[config.mk]
export PLATFORM = sky130hd
export DESIGN_NAME = gesture_frame_sequencer
export DESIGN_NICKNAME = d
export VERILOG_FILES = /design/src/rtl/gesture_pkg.sv /design/src/rtl/gfs_raster_counter.sv /design/src/rtl/gesture_frame_sequencer.sv
export SDC_FILE = /design/constraint.sdc
export NUM_CORES = 1
export LEC_CHECK = 0
export CORE_MARGIN = 1
export CORE_UTILIZATION = 40
export CTS_BUF_LIST = sky130_fd_sc_hd__clkbuf_16
export CTS_CLUSTER_DIAMETER = 150
export DETAILED_ROUTE_END_ITERATION = 7
export PLACE_DENSITY = 0.81
export SLEW_MARGIN = 10
export SYNTH_ARGS = -nofsm -noshare
export SYNTH_HDL_FRONTEND = slang
export SYNTH_SLANG_ARGS = --single-unit
[constraint.sdc]
create_clock -name clk -period 1.6 [get_ports clk]
set_input_delay 0.16 -clock clk [delete_from_list [all_inputs] [get_ports clk]]
set_output_delay 0.16 -clock clk [all_outputs]
set_load 0.005 [all_outputs]
[src/rtl/gesture_pkg.sv]
// rtl/gesture_pkg.sv - shared state encoding and frame geometry defaults for the gesture frame sequencer
package gesture_pkg;

  localparam int IMG_W_DEF = 160;
  localparam int IMG_H_DEF = 120;
  localparam int SIGN_W    = 5;

  typedef enum logic [2:0] {
    IDLE      = 3'd0,
    ARMED     = 3'd1,
    BG_SCAN   = 3'd2,
    SIGN_SCAN = 3'd3,
    FLUSH     = 3'd4,
    PALM      = 3'd5,
    FINGER    = 3'd6,
    SIGN      = 3'd7
  } gfs_state_e;

  function automatic logic is_stage(input gfs_state_e s);
    return (s == PALM) || (s == FINGER) || (s == SIGN);
  endfunction

endpackage

[src/rtl/gfs_raster_counter.sv]
// rtl/gfs_raster_counter.sv - row/col raster counter with clear, line wrap and last-pixel flag
module gfs_raster_counter #(
  parameter int IMG_W = 160,
  parameter int IMG_H = 120,
  parameter int COL_W = 8,
  parameter int ROW_W = 7
) (
  input  logic             clk,
  input  logic             rst_n,
  input  logic             clr,
  input  logic             inc,
  output logic [ROW_W-1:0] row,
  output logic [COL_W-1:0] col,
  output logic             last_pix
);

  logic [ROW_W-1:0] row_q, row_d;
  logic [COL_W-1:0] col_q, col_d;
  logic             col_end;
  logic             row_end;

  assign col_end  = (col_q == COL_W'(IMG_W - 1));
  assign row_end  = (row_q == ROW_W'(IMG_H - 1));
  assign last_pix = inc && col_end && row_end;

  always_comb begin
    row_d = row_q;
    col_d = col_q;
    if (clr) begin
      row_d = '0;
      col_d = '0;
    end else if (inc) begin
      if (col_end) begin
        col_d = '0;
        row_d = row_end ? '0 : row_q + 1'b1;
      end else begin
        col_d = col_q + 1'b1;
      end
    end
  end

  always_ff @(posedge clk or negedge rst_n) begin
    if (!rst_n) begin
      row_q <= '0;
      col_q <= '0;
    end else begin
      row_q <= row_d;
      col_q <= col_d;
    end
  end

  assign row = row_q;
  assign col = col_q;

endmodule

[src/rtl/gesture_frame_sequencer.sv]
// rtl/gesture_frame_sequencer.sv - frame-level sequencer for the sign-to-text pipeline
// Optional stage watchdog enabled by defining GFS_TIMEOUT_EN.
module gesture_frame_sequencer
  import gesture_pkg::*;
#(
  parameter int IMG_W     = IMG_W_DEF,
  parameter int IMG_H     = IMG_H_DEF,
  parameter int COL_W     = 8,
  parameter int ROW_W     = 7,
  parameter int FLUSH_CYC = 4,
  parameter int TMO_CYC   = 4095
) (
  input  logic                   clk,
  input  logic                   rst,
  input  logic                   sof,
  input  logic                   pix_valid,
  input  logic                   capture_bg,
  input  logic                   train_sw,
  input  logic [7:0]             palm_height,
  input  logic                   palm_done,
  input  logic                   finger_done,
  input  logic                   sign_done,
  input  logic [SIGN_W-1:0]      sign_code,
  output logic [ROW_W-1:0]       row,
  output logic [COL_W-1:0]       col,
  output logic                   bg_we,
  output logic                   bg_re,
  output logic [ROW_W+COL_W-1:0] bg_addr,
  output logic                   palm_start,
  output logic                   finger_start,
  output logic                   sign_start,
  output logic [7:0]             palm_height_test,
  output logic [SIGN_W-1:0]      sign_value,
  output logic                   sign_valid,
  output logic                   bg_ready,
  output logic                   busy,
  output logic                   err
);

  localparam int FL_W = (FLUSH_CYC > 1) ? $clog2(FLUSH_CYC) : 1;

  gfs_state_e        state_q, state_d;
  logic              pend_q, pend_d;
  logic [FL_W-1:0]   flush_q, flush_d;
  logic              palm_start_q, palm_start_d;
  logic              finger_start_q, finger_start_d;
  logic              sign_start_q, sign_start_d;
  logic [7:0]        ph_q, ph_d;
  logic [SIGN_W-1:0] sv_q, sv_d;
  logic              svalid_q, svalid_d;
  logic              bg_ready_q, bg_ready_d;
  logic              err_q, err_d;
  logic              cnt_clr, cnt_inc, last_pix;
  logic              scanning;

  gfs_raster_counter #(
    .IMG_W(IMG_W),
    .IMG_H(IMG_H),
    .COL_W(COL_W),
    .ROW_W(ROW_W)
  ) u_raster (
    .clk     (clk),
    .rst_n   (rst),
    .clr     (cnt_clr),
    .inc     (cnt_inc),
    .row     (row),
    .col     (col),
    .last_pix(last_pix)
  );

  assign scanning = (state_q == BG_SCAN) || (state_q == SIGN_SCAN);

`ifdef GFS_TIMEOUT_EN
  logic [11:0] wdog_q, wdog_d;
  logic        wdog_hit;
  assign wdog_hit = is_stage(state_q) && (wdog_q == 12'(TMO_CYC - 1));
`endif

  always_comb begin
    state_d        = state_q;
    pend_d         = pend_q | capture_bg;
    flush_d        = '0;
    palm_start_d   = 1'b0;
    finger_start_d = 1'b0;
    sign_start_d   = 1'b0;
    ph_d           = ph_q;
    sv_d           = sv_q;
    svalid_d       = 1'b0;
    bg_ready_d     = bg_ready_q;
    err_d          = err_q;
    cnt_clr        = 1'b0;
    cnt_inc        = scanning && pix_valid && !sof;

    case (state_q)
      IDLE: begin
        if (pend_q || bg_ready_q) state_d = ARMED;
      end
      ARMED: begin
        if (sof) begin
          cnt_clr = 1'b1;
          if (pend_q) begin
            state_d = BG_SCAN;
            pend_d  = capture_bg;
          end else begin
            state_d = SIGN_SCAN;
          end
        end
      end
      BG_SCAN, SIGN_SCAN: begin
        // A mid-frame sof restarts the same scan from pixel 0.
        if (sof) begin
          cnt_clr = 1'b1;
        end else if (last_pix) begin
          if (state_q == BG_SCAN) begin
            state_d    = IDLE;
            bg_ready_d = 1'b1;
          end else begin
            state_d = FLUSH;
          end
        end
      end
      FLUSH: begin
        flush_d = flush_q + 1'b1;
        if (flush_q == FL_W'(FLUSH_CYC - 1)) begin
          flush_d      = '0;
          state_d      = PALM;
          palm_start_d = 1'b1;
        end
      end
      PALM: begin
        if (palm_done) begin
          if (train_sw) ph_d = palm_height;
          state_d        = FINGER;
          finger_start_d = 1'b1;
        end
      end
      FINGER: begin
        if (finger_done) begin
          state_d      = SIGN;
          sign_start_d = 1'b1;
        end
      end
      SIGN: begin
        if (sign_done) begin
          sv_d     = sign_code;
          svalid_d = 1'b1;
          state_d  = ARMED;
        end
      end
      default: state_d = IDLE;
    endcase

`ifdef GFS_TIMEOUT_EN
    if (wdog_hit && (state_d == state_q)) begin
      state_d = ARMED;
      err_d   = 1'b1;
    end
    wdog_d = (is_stage(state_q) && (state_d == state_q)) ? wdog_q + 1'b1 : 12'd0;
`endif
  end

  always_ff @(posedge clk or negedge rst) begin
    if (!rst) begin
      state_q        <= IDLE;
      pend_q         <= 1'b0;
      flush_q        <= '0;
      palm_start_q   <= 1'b0;
      finger_start_q <= 1'b0;
      sign_start_q   <= 1'b0;
      ph_q           <= 8'd0;
      sv_q           <= '0;
      svalid_q       <= 1'b0;
      bg_ready_q     <= 1'b0;
      err_q          <= 1'b0;
    end else begin
      state_q        <= state_d;
      pend_q         <= pend_d;
      flush_q        <= flush_d;
      palm_start_q   <= palm_start_d;
      finger_start_q <= finger_start_d;
      sign_start_q   <= sign_start_d;
      ph_q           <= ph_d;
      sv_q           <= sv_d;
      svalid_q       <= svalid_d;
      bg_ready_q     <= bg_ready_d;
      err_q          <= err_d;
    end
  end

`ifdef GFS_TIMEOUT_EN
  always_ff @(posedge clk or negedge rst) begin
    if (!rst) wdog_q <= 12'd0;
    else      wdog_q <= wdog_d;
  end
`endif

  assign bg_we            = (state_q == BG_SCAN) && pix_valid;
  assign bg_re            = (state_q == SIGN_SCAN) && pix_valid;
  assign bg_addr          = {row, col};
  assign palm_start       = palm_start_q;
  assign finger_start     = finger_start_q;
  assign sign_start       = sign_start_q;
  assign palm_height_test = ph_q;
  assign sign_value       = sv_q;
  assign sign_valid       = svalid_q;
  assign bg_ready         = bg_ready_q;
  assign busy             = (state_q != IDLE);
  assign err              = err_q;

endmodule

[Word-level counts from Yosys, hierarchy flattened]
Index checks and enable logic that the tools add are counted.
Cells by class
  equality and inequality tests: 18
  reduce and logical (&&, ||, !) cells: 20
  add/subtract/negate cells: 3
  muxes and demuxes: 33
  bitwise operators: 2
Operators with widths (number)
  $mux 7: 4
  $mux 3: 9
  $mux 8: 3
  $pmux 3 s7: 1
  $ne 2x2->1 const B: 8
  $mux 1: 14
  $eq 3x3->1 const B: 4
  $add 8x1->8 const B: 1
  $eq 8x8->1 const B: 1
  $reduce_and 8->1: 1
  $add 7x1->7 const B: 1
  $eq 7x7->1 const B: 1
  $eq 3x2->1 const B: 2
  $logic_and 1x1->1: 6
  $mux 2: 2
  $reduce_and 2->1: 2
  $reduce_and 4->1: 1
  $reduce_bool 2->1: 2
  $eq 3x1->1 const B: 1
  $logic_not 3->1: 1
  $reduce_and 3->1: 1
  $reduce_bool 3->1: 1
  $reduce_or 3->1: 1
  $add 2x1->2 const B: 1
  other kinds (6): 7
Word-level totals
  register bits after elaboration: 39
  bits of input ports: 22
  output and inout bits: 52
  logic and storage cells: 88

[Logic depth before layout (Yosys ltp)]
  depth after elaboration: 9
  depth in mapped cells: 6
  gate-level depth less buffers: 5

[Cells and area by module]
Synthesis repeated with hierarchy kept, for this count alone.
Unflattened totals
  cell total of the unflattened synthesis: 199
  area total of the unflattened synthesis: 1980.6 sq um
Modules (own cells, without submodules)
  gesture_frame_sequencer: seq. area each 600.6 sq um, times used 1, cells an instance 111, area each 1149.9 sq um
  gfs_raster_counter: seq. area each 375.4 sq um, times used 1, cells an instance 88, area each 830.8 sq um

[Worst setup path after synthesis]
OpenSTA, ideal clock, no wires.
  path type: register -> register
  from: register u_raster.col_q[0], in the netlist u_raster.col[0]
  to: register u_raster.row_q[3], in the netlist u_raster.row[3]
  data required time: 1.523 ns
  arrival time: 1.599 ns
  cell stages (with the launch flop): 7
  period minus slack after synthesis: 1.677 ns
  slack: -0.077 ns
  path buffers: 1
  setup time: 0.077 ns
  cells stage by stage: dfrtp_1 ha_1 and3_1 buf_2 nand3_4 or4_1 a21oi_1
Between the ends
  cells in the longest elaborated chain, start to end: 3
RTL lines
  start: declaration: line gfs_raster_counter.sv:18  | logic [COL_W-1:0] col_q, col_d;
  start signal: assignment: line gfs_raster_counter.sv:48  | col_q <= col_d;
  $eq 8x8->1: line gfs_raster_counter.sv:22  | assign col_end = (col_q == COL_W'(IMG_W - 1));
  $reduce_bool 2->1 (no source line)
  $reduce_and 2->1 (no source line)
  end signal: assignment: line gfs_raster_counter.sv:47  | row_q <= row_d;
  end: declaration: line gfs_raster_counter.sv:17  | logic [ROW_W-1:0] row_q, row_d;
No other way between the ends.
A chain may end at the register's enable or synchronous reset.

[Final worst setup path]
Same ends and word-level chain as after synthesis.

==> results.sh <==
export IMPL_final_setup_viol_count=0
export IMPL_synth_fp_nets=227
export IMPL_final_cell_area_um2=3120
export IMPL_maxSlewViolCount=0
export IMPL_required_ns=1.81
export IMPL_cts_tree="yes"
export IMPL_dieArea_um2=5330
export IMPL_layout_nets=317
export IMPL_firstDrtPassIters=4
export IMPL_avgSynthCellArea_um2=9.98
export IMPL_ios=74
export IMPL_ys_seq_area_share_pct=48.4
export IMPL_critical_path_arrival_ns=1.78
export IMPL_clock_sinks=39
export IMPL_swShare_pct=20.1
export IMPL_ir_worst_vdd_uv=449
export IMPL_num_vias=1771
export IMPL_wirelength_um=4790
export IMPL_port_buffers=72
export IMPL_drc=0
export IMPL_overflow=0
export IMPL_p_comb_share_pct=6.9
export IMPL_clk_path_buf_depth=2
export IMPL_synth_largest_area_cell="dfrtp_1"
export IMPL_skew_ns=0.00475
export IMPL_p_int_mw=1.82
export IMPL_power_frac_seq_pct=43.6
export IMPL_final_core_util_pct=65.3
export IMPL_syn_inst=202
export IMPL_finalHoldViolCount=0
export IMPL_rsz0062_at_grt="yes"
export IMPL_initial_core_util_pct=42.1
export IMPL_yosys_warnings=0
export IMPL_hold_ws_ns=0.378
export IMPL_synth_area_leaders="dfrtp_1 48%, nand2_1 6.1%, buf_4 6.0%, mux2_2 5.0%, a21oi_1 2.5%"
export IMPL_clkTransAtPathRegs_ns=0.06
export IMPL_syn2layout_area_growth_pct=54.9
export IMPL_placed_area_um2=2920
export IMPL_finalCriticalPeriod_ns=1.58
export IMPL_grtUsageMet3_pct=4.28
export IMPL_max_freq_mhz=635
export IMPL_num_rows=25
export IMPL_synth_seq_cells=39
export IMPL_status="finished clean"
export IMPL_grt_max_degree=40
export IMPL_power_leakage_nw=1.40
export IMPL_clock_latency_ns=0.28
export IMPL_placedCellCount=351
export IMPL_crit_fanout=6
export IMPL_synth_edff_count=0
export IMPL_grt_pass1_vias=1607
export IMPL_grt_pass1_wl_um=7400
export IMPL_use_met2_pct=29.2
export IMPL_end_kind="flip-flop"
export IMPL_stdcell_count=360
export IMPL_drt_wirelength_per_cell_um=13.3
export IMPL_final_layout_size_suffix_gt1_share_pct=22.9
export IMPL_synth_cell_types=48
export IMPL_place_hpwl_um=3420
export IMPL_hold_path_class="primary input to asynchronous set/reset pin"
export IMPL_diodes=0
export IMPL_die_w_um=73.0
export IMPL_critical_path_class="flip-flop to flip-flop"
export IMPL_track_usage_pct=18.3
export IMPL_power_switching_mw=0.457
export IMPL_netlist_area_leader_share_pct=48.4
export IMPL_viasPerCell=4.92
export IMPL_grt_antenna_before_repair=0
export IMPL_top_usage_layer="met2"
export IMPL_htreeDepth=2
export IMPL_die_y_um=73.0
export IMPL_synth_cell_area_um2=2020
export IMPL_gp_congestion=0.836
export IMPL_cts_setup_buffers=0
export IMPL_power_density_nw_per_um2=728
export IMPL_ant_nets=0
export IMPL_async_reset_ff_share_pct=100
export IMPL_dr_first_iter_drc_count=69
export IMPL_yosys_most_used_dff="dfrtp_1"
export IMPL_period_share_pct=98.5
export IMPL_numCtsBuffers=5
export IMPL_core_area_um2=4790
export IMPL_power_total_mw=2.27
export IMPL_gr_usage_met1_pct=24.1
export IMPL_pwr_share_clk_pct=49.5
export IMPL_cp_start_kind="flip-flop"
export IMPL_cts_root_buffer="clkbuf_16"
export IMPL_maxCapViolations=0
logic make-up (layout without fill, tap and decap cells):
logic type	Yosys count	in the layout	synth area share, %
AO/OA/AOI/OAI	30	30	9.24
XOR/XNOR	5	5	2.17
adder cells (fa/ha/maj)	3	3	1.86
buffers and inverters	26	117	8.75
flip-flops	39	39	48.4
multiplexers	11	11	6.02
other	1	1	0.186
AND/OR/NAND/NOR	87	87	23.4
what timing repair did:
action,4_1_cts,5_1_grt
endpoints found under the hold margin,39,0
pin swaps,2,1
hold buffers,1,0
resized for setup,8,10
setup endpoints to repair,4,7
worst paths after layout:
| check | from | to | slack [ns] | cells past startpoint |
|---|---|---|---|---|
| worst min register to register | flush_q[0] | flush_q[0] | 0.43 | 1 |
| worst min-delay path | rst | sign_valid | 0.38 | 3 |
| worst max register to register | u_raster.col[0] | u_raster.row[3] | 0.02 | 5 |
| max in group asynchronous | rst | state_q[0] | 1.03 | 3 |
| min in group clk | sign_code[2] | sign_value[2] | 0.40 | 3 |
| worst max-delay path | u_raster.col[0] | u_raster.row[3] | 0.02 | 5 |
sequential cells by signal, indices dropped and copies added (netlist names):
name / count
sign_start: 1
flush_q: 2
u_raster.col: 8
sign_valid: 1
pend_q: 1
u_raster.row: 7
sign_value: 5
state_q: 3
palm_start: 1
finger_start: 1
bg_ready: 1
palm_height_test: 8
placed cells by master, fill, tap and decap left out, types with 2 or more instances in the layout:
cell type,synthesis,layout
xor2_1,3,3
buf_4,16,31
nand4_1,4,4
nor2b_1,3,2
o21ai_0,7,7
buf_6,2,2
and3_1,4,3
mux2_2,9,9
nand3b_1,4,4
clkdlybuf4s50_1,0,68
and4bb_2,1,2
nand2_1,33,33
xnor2_1,2,2
a21oi_1,10,8
nand3_1,6,6
nand2b_1,2,2
or4_1,4,3
mux2i_1,2,2
o31ai_1,2,2
inv_1,2,2
dlygate4sd2_1,0,2
clkbuf_16,0,5
a21oi_2,1,3
ha_1,3,3
dfrtp_1,39,38
nor2_1,13,13
Yosys cell counts (3+ instances only):
cell / count
xor2_1: 3
o21ai_0: 7
and3_1: 4
buf_2: 3
clkbuf_1: 3
nor2_1: 13
nand4_1: 4
nor2b_1: 3
a21oi_1: 10
or4_1: 4
nand3b_1: 4
ha_1: 3
dfrtp_1: 39
buf_4: 16
mux2_2: 9
nand3_1: 6
nand2_1: 33
power by group through the flow:
stage | combinational, mW | clock (mW) | sequential (mW)
2_1_floorplan | 0.0440 | 0 | 1.01
3_3_place_gp | 0.152 | 0 | 1.01
3_5_place_dp | 0.154 | 0 | 1.01
4_1_cts | 0.156 | 1.14 | 0.992
5_1_grt | 0.170 | 1.18 | 0.991
6_report | 0.156 | 1.13 | 0.992
critical path: stages, from the launching register on:
cell and delay (ns):
dfrtp_1 0.36, ha_1 0.18, and3_4 0.22, nand3_4 0.10, or4_1 0.50, a21oi_1 0.13
routing by layer:
| metal | up-vias | part of all wire, % |
|---|---|---|
| li1 | 870 | - |
| met1 | 843 | 45 |
| met2 | 53 | 50 |
| met3 | 5 | 3.5 |
| met4 | 0 | 1.4 |
| met5 | - | 0 |
stage by stage:
step | setup slack, ns | setup TNS [ns]
2_1_floorplan | -0.0530 | -0.0530
3_3_place_gp | -0.201 | -1.05
3_5_place_dp | -0.234 | -1.38
4_1_cts | 0.0172 | 0
5_1_grt | -0.0484 | -0.108
6_report | 0.0246 | 0
layout make-up:
class / count / area [um^2]
Multi-Input combinational cell: 137 / 893
Timing Repair Buffer: 107 / 993
Sequential cell: 39 / 977
Clock buffer: 5 / 125
Inverter: 2 / 7.51
Tap cell: 67 / 83.8
Fill cell: 383 / 1660
Clock inverter: 3 / 43.8
(Power assumes the default switching activity.)
